`config.mk`:
```
export PLATFORM = sky130hd
export DESIGN_NAME = multicycle_control
export DESIGN_NICKNAME = d
export VERILOG_FILES = /design/src/rtl/multicycle_control_pkg.sv /design/src/rtl/multicycle_control_outdec.sv /design/src/rtl/multicycle_control.sv
export SDC_FILE = /design/constraint.sdc
export NUM_CORES = 1
export LEC_CHECK = 0
export ABC_AREA = 1
export BUFFER_PORTS_ARGS = -buffer_cell sky130_fd_sc_hd__clkbuf_2
export CORE_MARGIN = 4
export CORE_UTILIZATION = 30
export CTS_CLUSTER_DIAMETER = 60
export CTS_CLUSTER_SIZE = 14
export DETAILED_ROUTE_END_ITERATION = 10
export GPL_ROUTABILITY_DRIVEN = 0
export SLEW_MARGIN = 20
export SYNTH_ARGS = -nofsm -noshare
export SYNTH_HDL_FRONTEND = slang
export SYNTH_SLANG_ARGS = --single-unit
```
`constraint.sdc`:
```
create_clock -name clk -period 2 [get_ports clk]
set_input_delay 0.3 -clock clk [delete_from_list [all_inputs] [get_ports clk]]
set_output_delay 0.3 -clock clk [all_outputs]
set_load 0.01 [all_outputs]
```
`src/rtl/multicycle_control_pkg.sv`:
```
// Shared encodings for the multicycle MIPS control FSM: states, opcodes,
// datapath select codes and trap causes.
package multicycle_control_pkg;

  typedef enum logic [3:0] {
    S_FETCH    = 4'd0,
    S_DECODE   = 4'd1,
    S_MEM_ADDR = 4'd2,
    S_MEM_RD   = 4'd3,
    S_MEM_WB   = 4'd4,
    S_MEM_WR   = 4'd5,
    S_EXEC     = 4'd6,
    S_R_DONE   = 4'd7,
    S_BRANCH   = 4'd8,
    S_JUMP     = 4'd9,
    S_IMM_EXEC = 4'd10,
    S_IMM_DONE = 4'd11,
    S_TRAP     = 4'd15
  } state_t;

  localparam logic [5:0] OP_RTYPE = 6'b000000;
  localparam logic [5:0] OP_J     = 6'b000010;
  localparam logic [5:0] OP_BEQ   = 6'b000100;
  localparam logic [5:0] OP_ADDI  = 6'b001000;
  localparam logic [5:0] OP_ANDI  = 6'b001100;
  localparam logic [5:0] OP_ORI   = 6'b001101;
  localparam logic [5:0] OP_LW    = 6'b100011;
  localparam logic [5:0] OP_SW    = 6'b101011;

  localparam logic [1:0] ALU_ADD   = 2'b00;
  localparam logic [1:0] ALU_SUB   = 2'b01;
  localparam logic [1:0] ALU_FUNCT = 2'b10;
  localparam logic [1:0] ALU_IMM   = 2'b11;

  localparam logic [1:0] SRCB_REGB  = 2'b00;
  localparam logic [1:0] SRCB_FOUR  = 2'b01;
  localparam logic [1:0] SRCB_IMM   = 2'b10;
  localparam logic [1:0] SRCB_IMMSH = 2'b11;

  localparam logic [1:0] PCSRC_ALU    = 2'b00;
  localparam logic [1:0] PCSRC_ALUOUT = 2'b01;
  localparam logic [1:0] PCSRC_JUMP   = 2'b10;

  localparam logic [1:0] CAUSE_NONE    = 2'b00;
  localparam logic [1:0] CAUSE_ILLEGAL = 2'b01;
  localparam logic [1:0] CAUSE_TIMEOUT = 2'b10;

  function automatic logic is_imm_op(input logic [5:0] op);
    return (op == OP_ADDI) || (op == OP_ANDI) || (op == OP_ORI);
  endfunction

endpackage

```
`src/rtl/multicycle_control_outdec.sv`:
```
// Moore output decode: state -> datapath controls, combinational (0 cycles).
// Only FETCH looks at mem_ready, gating ir_write/pc_write on completion.
module multicycle_control_outdec
  import multicycle_control_pkg::*;
(
  input  logic [3:0] state,
  input  logic       mem_ready,
  output logic       pc_write,
  output logic       pc_write_cond,
  output logic       iord,
  output logic       mem_read,
  output logic       mem_write,
  output logic       ir_write,
  output logic       mem_to_reg,
  output logic       reg_dst,
  output logic       reg_write,
  output logic       alu_src_a,
  output logic [1:0] alu_src_b,
  output logic [1:0] pc_source,
  output logic [1:0] alu_op,
  output logic       trap
);

  always_comb begin
    pc_write      = 1'b0;
    pc_write_cond = 1'b0;
    iord          = 1'b0;
    mem_read      = 1'b0;
    mem_write     = 1'b0;
    ir_write      = 1'b0;
    mem_to_reg    = 1'b0;
    reg_dst       = 1'b0;
    reg_write     = 1'b0;
    alu_src_a     = 1'b0;
    alu_src_b     = SRCB_REGB;
    pc_source     = PCSRC_ALU;
    alu_op        = ALU_ADD;
    trap          = 1'b0;

    case (state_t'(state))
      S_FETCH: begin
        mem_read  = 1'b1;
        alu_src_b = SRCB_FOUR;
        ir_write  = mem_ready;
        pc_write  = mem_ready;
      end
      S_DECODE: begin
        alu_src_b = SRCB_IMMSH;
      end
      S_MEM_ADDR: begin
        alu_src_a = 1'b1;
        alu_src_b = SRCB_IMM;
      end
      S_MEM_RD: begin
        mem_read = 1'b1;
        iord     = 1'b1;
      end
      S_MEM_WB: begin
        reg_write  = 1'b1;
        mem_to_reg = 1'b1;
      end
      S_MEM_WR: begin
        mem_write = 1'b1;
        iord      = 1'b1;
      end
      S_EXEC: begin
        alu_src_a = 1'b1;
        alu_op    = ALU_FUNCT;
      end
      S_R_DONE: begin
        reg_dst   = 1'b1;
        reg_write = 1'b1;
      end
      S_BRANCH: begin
        alu_src_a     = 1'b1;
        alu_op        = ALU_SUB;
        pc_write_cond = 1'b1;
        pc_source     = PCSRC_ALUOUT;
      end
      S_JUMP: begin
        pc_write  = 1'b1;
        pc_source = PCSRC_JUMP;
      end
      S_IMM_EXEC: begin
        alu_src_a = 1'b1;
        alu_src_b = SRCB_IMM;
        alu_op    = ALU_IMM;
      end
      S_IMM_DONE: begin
        reg_write = 1'b1;
      end
      S_TRAP: begin
        trap = 1'b1;
      end
      default: ;
    endcase
  end

endmodule

```
`src/rtl/multicycle_control.sv`:
```
// Multicycle MIPS control FSM with illegal-opcode and memory-timeout traps.
// Stalls in FETCH/MEM_RD/MEM_WR while mem_ready=0; retired counts completed instructions.
module multicycle_control
  import multicycle_control_pkg::*;
#(
  parameter int IMM_EN      = 1,
  parameter int MEM_TIMEOUT = 16,
  parameter int CNT_W       = 32
) (
  input  logic             clk,
  input  logic             rst,
  input  logic [5:0]       opcode,
  input  logic             mem_ready,
  output logic             pc_write,
  output logic             pc_write_cond,
  output logic             iord,
  output logic             mem_read,
  output logic             mem_write,
  output logic             ir_write,
  output logic             mem_to_reg,
  output logic             reg_dst,
  output logic             reg_write,
  output logic             alu_src_a,
  output logic [1:0]       alu_src_b,
  output logic [1:0]       pc_source,
  output logic [1:0]       alu_op,
  output logic [3:0]       state,
  output logic             trap,
  output logic [1:0]       trap_cause,
  output logic [CNT_W-1:0] retired
);

  state_t           state_q, state_d;
  logic [5:0]       op_q;
  logic [31:0]      wait_cnt;
  logic [1:0]       cause_q, cause_d;
  logic [CNT_W-1:0] retired_q;
  logic             waiting;
  logic             wait_hit;
  logic             retire;
  logic             imm_ok;
  logic [3:0]       dec_state;

  assign waiting  = (state_q == S_FETCH) || (state_q == S_MEM_RD) || (state_q == S_MEM_WR);
  assign wait_hit = (MEM_TIMEOUT != 0) && (wait_cnt == 32'(MEM_TIMEOUT - 1));
  assign imm_ok   = (IMM_EN != 0) && is_imm_op(opcode);

  always_comb begin
    state_d = state_q;
    cause_d = cause_q;
    case (state_q)
      S_FETCH, S_MEM_RD, S_MEM_WR: begin
        // A completing access in the timeout cycle still completes.
        if (mem_ready) begin
          if (state_q == S_FETCH)     state_d = S_DECODE;
          else if (state_q == S_MEM_RD) state_d = S_MEM_WB;
          else                          state_d = S_FETCH;
        end else if (wait_hit) begin
          state_d = S_TRAP;
          cause_d = CAUSE_TIMEOUT;
        end
      end
      S_DECODE: begin
        if (opcode == OP_LW || opcode == OP_SW) state_d = S_MEM_ADDR;
        else if (opcode == OP_RTYPE)            state_d = S_EXEC;
        else if (opcode == OP_BEQ)              state_d = S_BRANCH;
        else if (opcode == OP_J)                state_d = S_JUMP;
        else if (imm_ok)                        state_d = S_IMM_EXEC;
        else begin
          state_d = S_TRAP;
          cause_d = CAUSE_ILLEGAL;
        end
      end
      S_MEM_ADDR: state_d = (op_q == OP_SW) ? S_MEM_WR : S_MEM_RD;
      S_EXEC:     state_d = S_R_DONE;
      S_IMM_EXEC: state_d = S_IMM_DONE;
      S_MEM_WB, S_R_DONE, S_BRANCH, S_JUMP, S_IMM_DONE: state_d = S_FETCH;
      S_TRAP:     state_d = S_TRAP;
      default:    state_d = S_FETCH;
    endcase
  end

  always_comb begin
    retire = 1'b0;
    case (state_q)
      S_MEM_WB, S_R_DONE, S_BRANCH, S_JUMP, S_IMM_DONE: retire = 1'b1;
      S_MEM_WR: retire = mem_ready;
      default:  retire = 1'b0;
    endcase
  end

  always_ff @(posedge clk) begin
    if (rst) begin
      state_q   <= S_FETCH;
      op_q      <= OP_RTYPE;
      wait_cnt  <= '0;
      cause_q   <= CAUSE_NONE;
      retired_q <= '0;
    end else begin
      state_q  <= state_d;
      cause_q  <= cause_d;
      wait_cnt <= (waiting && !mem_ready) ? wait_cnt + 32'd1 : 32'd0;
      if (state_q == S_DECODE) op_q <= opcode;
      if (retire) retired_q <= retired_q + CNT_W'(1);
    end
  end

  // Decode as FETCH while reset is held so controls are defined before the first edge.
  assign dec_state = rst ? S_FETCH : state_q;

  multicycle_control_outdec u_outdec (
    .state         (dec_state),
    .mem_ready     (mem_ready),
    .pc_write      (pc_write),
    .pc_write_cond (pc_write_cond),
    .iord          (iord),
    .mem_read      (mem_read),
    .mem_write     (mem_write),
    .ir_write      (ir_write),
    .mem_to_reg    (mem_to_reg),
    .reg_dst       (reg_dst),
    .reg_write     (reg_write),
    .alu_src_a     (alu_src_a),
    .alu_src_b     (alu_src_b),
    .pc_source     (pc_source),
    .alu_op        (alu_op),
    .trap          (trap)
  );

  assign state      = state_q;
  assign trap_cause = cause_q;
  assign retired    = retired_q;

endmodule

```
# ---- Word level (Yosys, flattened, before mapping)
# Index checks and enable logic that the tools add are counted.
dict set report op_classes {
  addsub 2
  n_mul 0
  div 0
  n_lt_le_gt_ge 0
  n_eq_ne 41
  shifts 0
  n_mux 35
  n_bitwise 1
  n_reduce_logical 20
}
# operator n
set op_table {}
lappend op_table {{$add A32 B1 Y32 const B} 2}
lappend op_table {{$eq A4 B4 Y1 const B} 10}
lappend op_table {{$eq A32 B4 Y1 const B} 1}
lappend op_table {{$eq A4 B3 Y1 const B} 8}
lappend op_table {{$pmux W4 S6} 1}
lappend op_table {{$mux W4} 5}
lappend op_table {{$eq A6 B4 Y1 const B} 3}
lappend op_table {{$eq A6 B6 Y1 const B} 3}
lappend op_table {{$mux W3} 6}
lappend op_table {{$eq A4 B2 Y1 const B} 4}
lappend op_table {{$mux W2} 7}
lappend op_table {{$ne A2 B2 Y1 const B} 7}
lappend op_table {{$pmux W2 S3} 2}
lappend op_table {{$mux W1} 10}
lappend op_table {{$eq A4 B1 Y1 const B} 2}
lappend op_table {{$logic_not A4 Y1} 2}
lappend op_table {{$pmux W2 S2} 2}
lappend op_table {{$reduce_and A8 Y1} 1}
lappend op_table {{$reduce_or A2 Y1} 4}
lappend op_table {{$eq A6 B2 Y1 const B} 1}
lappend op_table {{$eq A6 B3 Y1 const B} 1}
lappend op_table {{$logic_not A6 Y1} 1}
lappend op_table {{$reduce_or A3 Y1} 2}
lappend op_table {{$logic_or A1 B1 Y1} 5}
lappend op_table {{8 further kinds} 9}
dict set report totals {
  register_bits 76
  latchBits 0
  mem_bits_rw 0
  mem_bits_ro 0
  input_bits 9
  output_inout_bits 55
  elab_cells 104
  memories 0
}

# ---- Depth between registers and ports, before layout
dict set report logic_depth {
  depth_word 9
  ltp_mapped 12
  ltp_nobuf 12
}

# ---- By module
# From an unflattened synthesis, not the netlist that was laid out.
dict set report unflattened {
  cells_unflattened 738
  hier_area_um2 4581.9
}
# module instances cells_each area_each_um2 seq_area_each_um2
set modules_own_cells {}
lappend modules_own_cells {multicycle_control 1 698 4411.7 1521.5}
lappend modules_own_cells {multicycle_control_outdec 1 40 170.2 0.0}

# ---- Least setup slack after synthesis
# No wires, ideal clock.
dict set report synth_path {
  kind {flip-flop to flip-flop}
  from {register retired_q[0], in the netlist retired[0]}
  to {register retired_q[22], in the netlist retired[22]}
  setup_ns 0.113
  t_arrival_ns 1.440
  t_required_ns 1.887
  slack_ns 0.447
  path_stages_with_launch 9
  path_buffers 0
  period_less_slack_ns 1.553
  cell_sequence {dfxtp_1 > ha_1 > nand4_1 > nor3_1 > nand2_1 > nor2_1 > nand2_1 > nor2_1 > nor2_1}
}
dict set report synth_via {
  elab_chain_cells 1
}
# element line_no
set synth_lines {}
lappend synth_lines {{from (decl)} multicycle_control.sv:37} ;# logic [CNT_W-1:0] retired_q;
lappend synth_lines {{from (signal assigned)} multicycle_control.sv:104} ;# if (retire) retired_q <= retired_q + CNT_W'(1);
lappend synth_lines {{$add A32 B1 Y32} multicycle_control.sv:104}
# Every way passes these cells.
# A chain may end at the register's enable or synchronous reset.

# ---- Final worst setup path
dict set report layout_path {
  from {register state_q[0], in the netlist state[0]}
  to {output alu_src_b[1]}
}
dict set report layout_via {
  elab_chain_cells 4
  elab_cells_between_ends 7
  classes_between {3 x eq/ne; 2 x mux; 2 x reduce/logical}
}
# element line_no
set layout_lines {}
lappend layout_lines {{from (decl)} multicycle_control.sv:33} ;# state_t state_q, state_d;
lappend layout_lines {{from (signal assigned)} multicycle_control.sv:100} ;# state_q <= state_d;
lappend layout_lines {{$mux W4 *} multicycle_control.sv:109} ;# assign dec_state = rst ? S_FETCH : state_q;
lappend layout_lines {{$eq A4 B2 Y1 / $eq A4 B4 Y1 (equally long branches)} multicycle_control_outdec.sv:40} ;# case (state_t'(state))
lappend layout_lines {{$reduce_or A2 Y1 (no line)} n/a}
lappend layout_lines {{$pmux W2 S3 *} multicycle_control_outdec.sv:40}
lappend layout_lines {{to (decl)} multicycle_control.sv:24} ;# output logic [1:0] alu_src_b,
# Every way passes the cells marked *; elsewhere a longest branch is shown, timed or not.

==> out/metrics.yaml <==
status: "complete, no violations"
worst-path-buf-inv: 2
ant_nets: 0
start_util: 0.307
core_area_um2: 15200
worst_pin_slew_ns: 0.557
multiInputGateArea_um2: 2760
whs_ns: 0.221
grt_pass1_wl_um: 22200
hold_path_depth: 3
cts.clk_slew.worst_paths_ns: 0.06
drt-initial-drc-count: 244
required_ns: 1.70
hold_viol: 0
finalPower_uw: 5010
synth_cell_types: 35
path_delay_family: "flip-flops"
crit_path_max_fanout: 6
cts_buffer_depth: 2
drc: 0
ff2ff_path_depth: 10
grt_setup_unrepaired: "true"
drive_gt1_frac: 0.163
final-setup-viol-count: 0
critPathMaxStageDelay_ns: 0.42
timing.fmax_mhz: 534
cp-end-kind: "output port"
first_pass_iters: 5
cts_buffers: 9
final.fill_count: 1671
synth_edf_count: 0
ys_warn_count: 0
slowest_stage: "dfxtp_1"
fin_setup_tns_ns: 0
synth_top_area_frac: 0.326
drt-total-wl_um: 13300
die_x_um: 133
fin_nets: 845
min_to: "op_q[3]$_SDFFE_PP0P_"
grt_antenna_before_repair: 0
hold_path_class: "in -> reg"
synthTopCellsByArea: "dfxtp_1 (33%), nand2_1 (17%), nor2_1 (11%)"
io_pins: 64
rrSetupSlack_ns: 0.26
synth_ff_type: "dfxtp_1"
drv_cap: 0
power.density_nw_per_um2: 899
setup_slack_ns: 0.128
clock-sinks: 76
path_cells: "nand2_2, nor2_2, inv_1, o211ai_1, clkbuf_2"
reg2reg_from: "wait_cnt[0]$_SDFF_PP0_"
avgRoutedWirePerCell_um: 12.9
routed-via-count: 4982
startpoint_type: "flop"
grt_max_degree: 23
skew_ns: 0.00475
insertion_delay_ns: 0.34
postSynth.asyncResetShare: 0
die_area_um2: 17600
final_util: 0.366
regArea_um2: 1520
ys_seq_elements: 76
worstHoldStart: "opcode[3]"
overflow: 0
syn_inst: 765
root_buffer: "clkbuf_16"
fin_crit_ns: 1.87
post-place-ws_ns: 0.202
track_usage: 0.152
cts_tree: "yes"
port_buffers: 63
path_class: "reg -> out"
cp.arrival_ns: 1.57
postSynthAreaPerCell_um2: 6.10
syn_area_um2: 4670
finalCritPeriodShare: 0.936
report.final.slew_viol_count: 0
grt_pass1_vias: 4525
yosysSeqAreaShare: 0.326
yosysTopAreaCell: "dfxtp_1"
dp_hpwl_um: 10200
p_leak_uw: 0.00213
relSlewSlack: 0.626
vdd_drop_max_v: 0.000483
cts_setup_buffers: 0
h-tree-depth: 3
mappedNetlistNets: 776
num_rows: 45
r2r-end: "wait_cnt[22]$_SDFF_PP0_"
syn_to_final_growth_pct: 19.3
die_height_um: 133
routed_via_density: 4.86
n_antenna_cell: 0
layer usage:
metal / vias up / track usage / wire length, µm
met4: 0 / 0.0370 / 199
met3: 15 / 0.0319 / 662
met1: 2261 / 0.199 / 6240
met2: 122 / 0.255 / 6160
met5: - / 0 / 0
li1: 2584 / - / -
worst max-delay path by stage:
stage	start	to	slack (ns)	cells after the start
detailed placement	wait_cnt[0]$_SDFF_PP0_	wait_cnt[22]$_SDFF_PP0_	0.20	10
finish	state[0]$_SDFFE_PP0P_	alu_src_b[1]	0.13	5
global route	state[0]$_SDFFE_PP0P_	alu_src_a	-0.02	8
global placement	wait_cnt[0]$_SDFF_PP0_	wait_cnt[30]$_SDFF_PP0_	0.24	7
CTS	state[2]$_SDFFE_PP0P_	pc_write_cond	0.06	7
floorplan	retired[0]$_SDFFE_PP0P_	retired[22]$_SDFFE_PP0P_	0.45	8
per-stage QoR:
| stage | instances | area, µm² |
|---|---|---|
| 2_1_floorplan | 765 | 4670 |
| 3_3_place_gp | 1011 | 5210 |
| 3_5_place_dp | 1011 | 5210 |
| 4_1_cts | 1026 | 5550 |
| 5_1_grt | 1026 | 5570 |
| 6_report | 1026 | 5570 |
synth_stat cells, types with 5 or more instances:
| cell type | count |
|---|---|
| a21oi_1 | 57 |
| clkbuf_1 | 5 |
| dfxtp_1 | 76 |
| inv_1 | 76 |
| inv_2 | 8 |
| nand2_1 | 213 |
| nand2_2 | 8 |
| nand3_1 | 40 |
| nand3b_1 | 5 |
| nand4_1 | 13 |
| nor2_1 | 137 |
| nor2_2 | 9 |
| nor3_1 | 34 |
| nor3_2 | 5 |
| o21ai_0 | 30 |
| or2_2 | 6 |
| xor2_1 | 10 |
registers in the layout, summed over array words and instances, names as in the netlist:
signal and flops:
trap_cause 2, op_q 6, retired 32, state 4, wait_cnt 32
power breakdown:
group	switching [µW]	total, µW	internal (µW)
combinational	985	1400	417
clock	639	1880	1240
sequential	103	1720	1620
worst register-to-register path, delay by kind of cell, from the launching register on:
family                   cells  cell delay, ns
flip-flops                   1            0.36
adder cells (fa/ha/maj)      1            0.21
buffers and inverters        1            0.11
AND/OR/NAND/NOR              8            0.93
kinds of logic (layout without fill, tap and decap cells):
logic type      after synthesis  after routing  synth area share
compound gates               93             93             0.103
xor+xnor                     14             14            0.0263
fa+ha+maj                     2              2           0.00536
buf+inv                      99            172            0.0871
flops                        76             76             0.326
simple gates                481            481             0.453
placed cells by master, fill, tap and decap left out, types with 10 or more instances in the layout:
cell / n
nand2_1: 213
nor2_1: 134
inv_1: 76
dfxtp_1: 76
clkbuf_2: 63
a21oi_1: 57
nand3_1: 39
nor3_1: 34
o21ai_0: 30
nand4_1: 13
nor2_2: 12
xor2_1: 10
repair_timing:
action                                  4_1_cts  5_1_grt
hold buffers                                  0        0
gates resized for setup                       0        5
endpoints found under the setup margin        0        8
final cells by class:
cell class                      instances  area share
Clock inverter                          5      0.0180
Tap cell                              188      0.0422
Inverter                               85      0.0573
Multi-Input combinational cell        590       0.495
Sequential cell                        76       0.273
Clock buffer                           10      0.0429
Timing Repair Buffer                   72      0.0710
(Power assumes the default switching activity.)
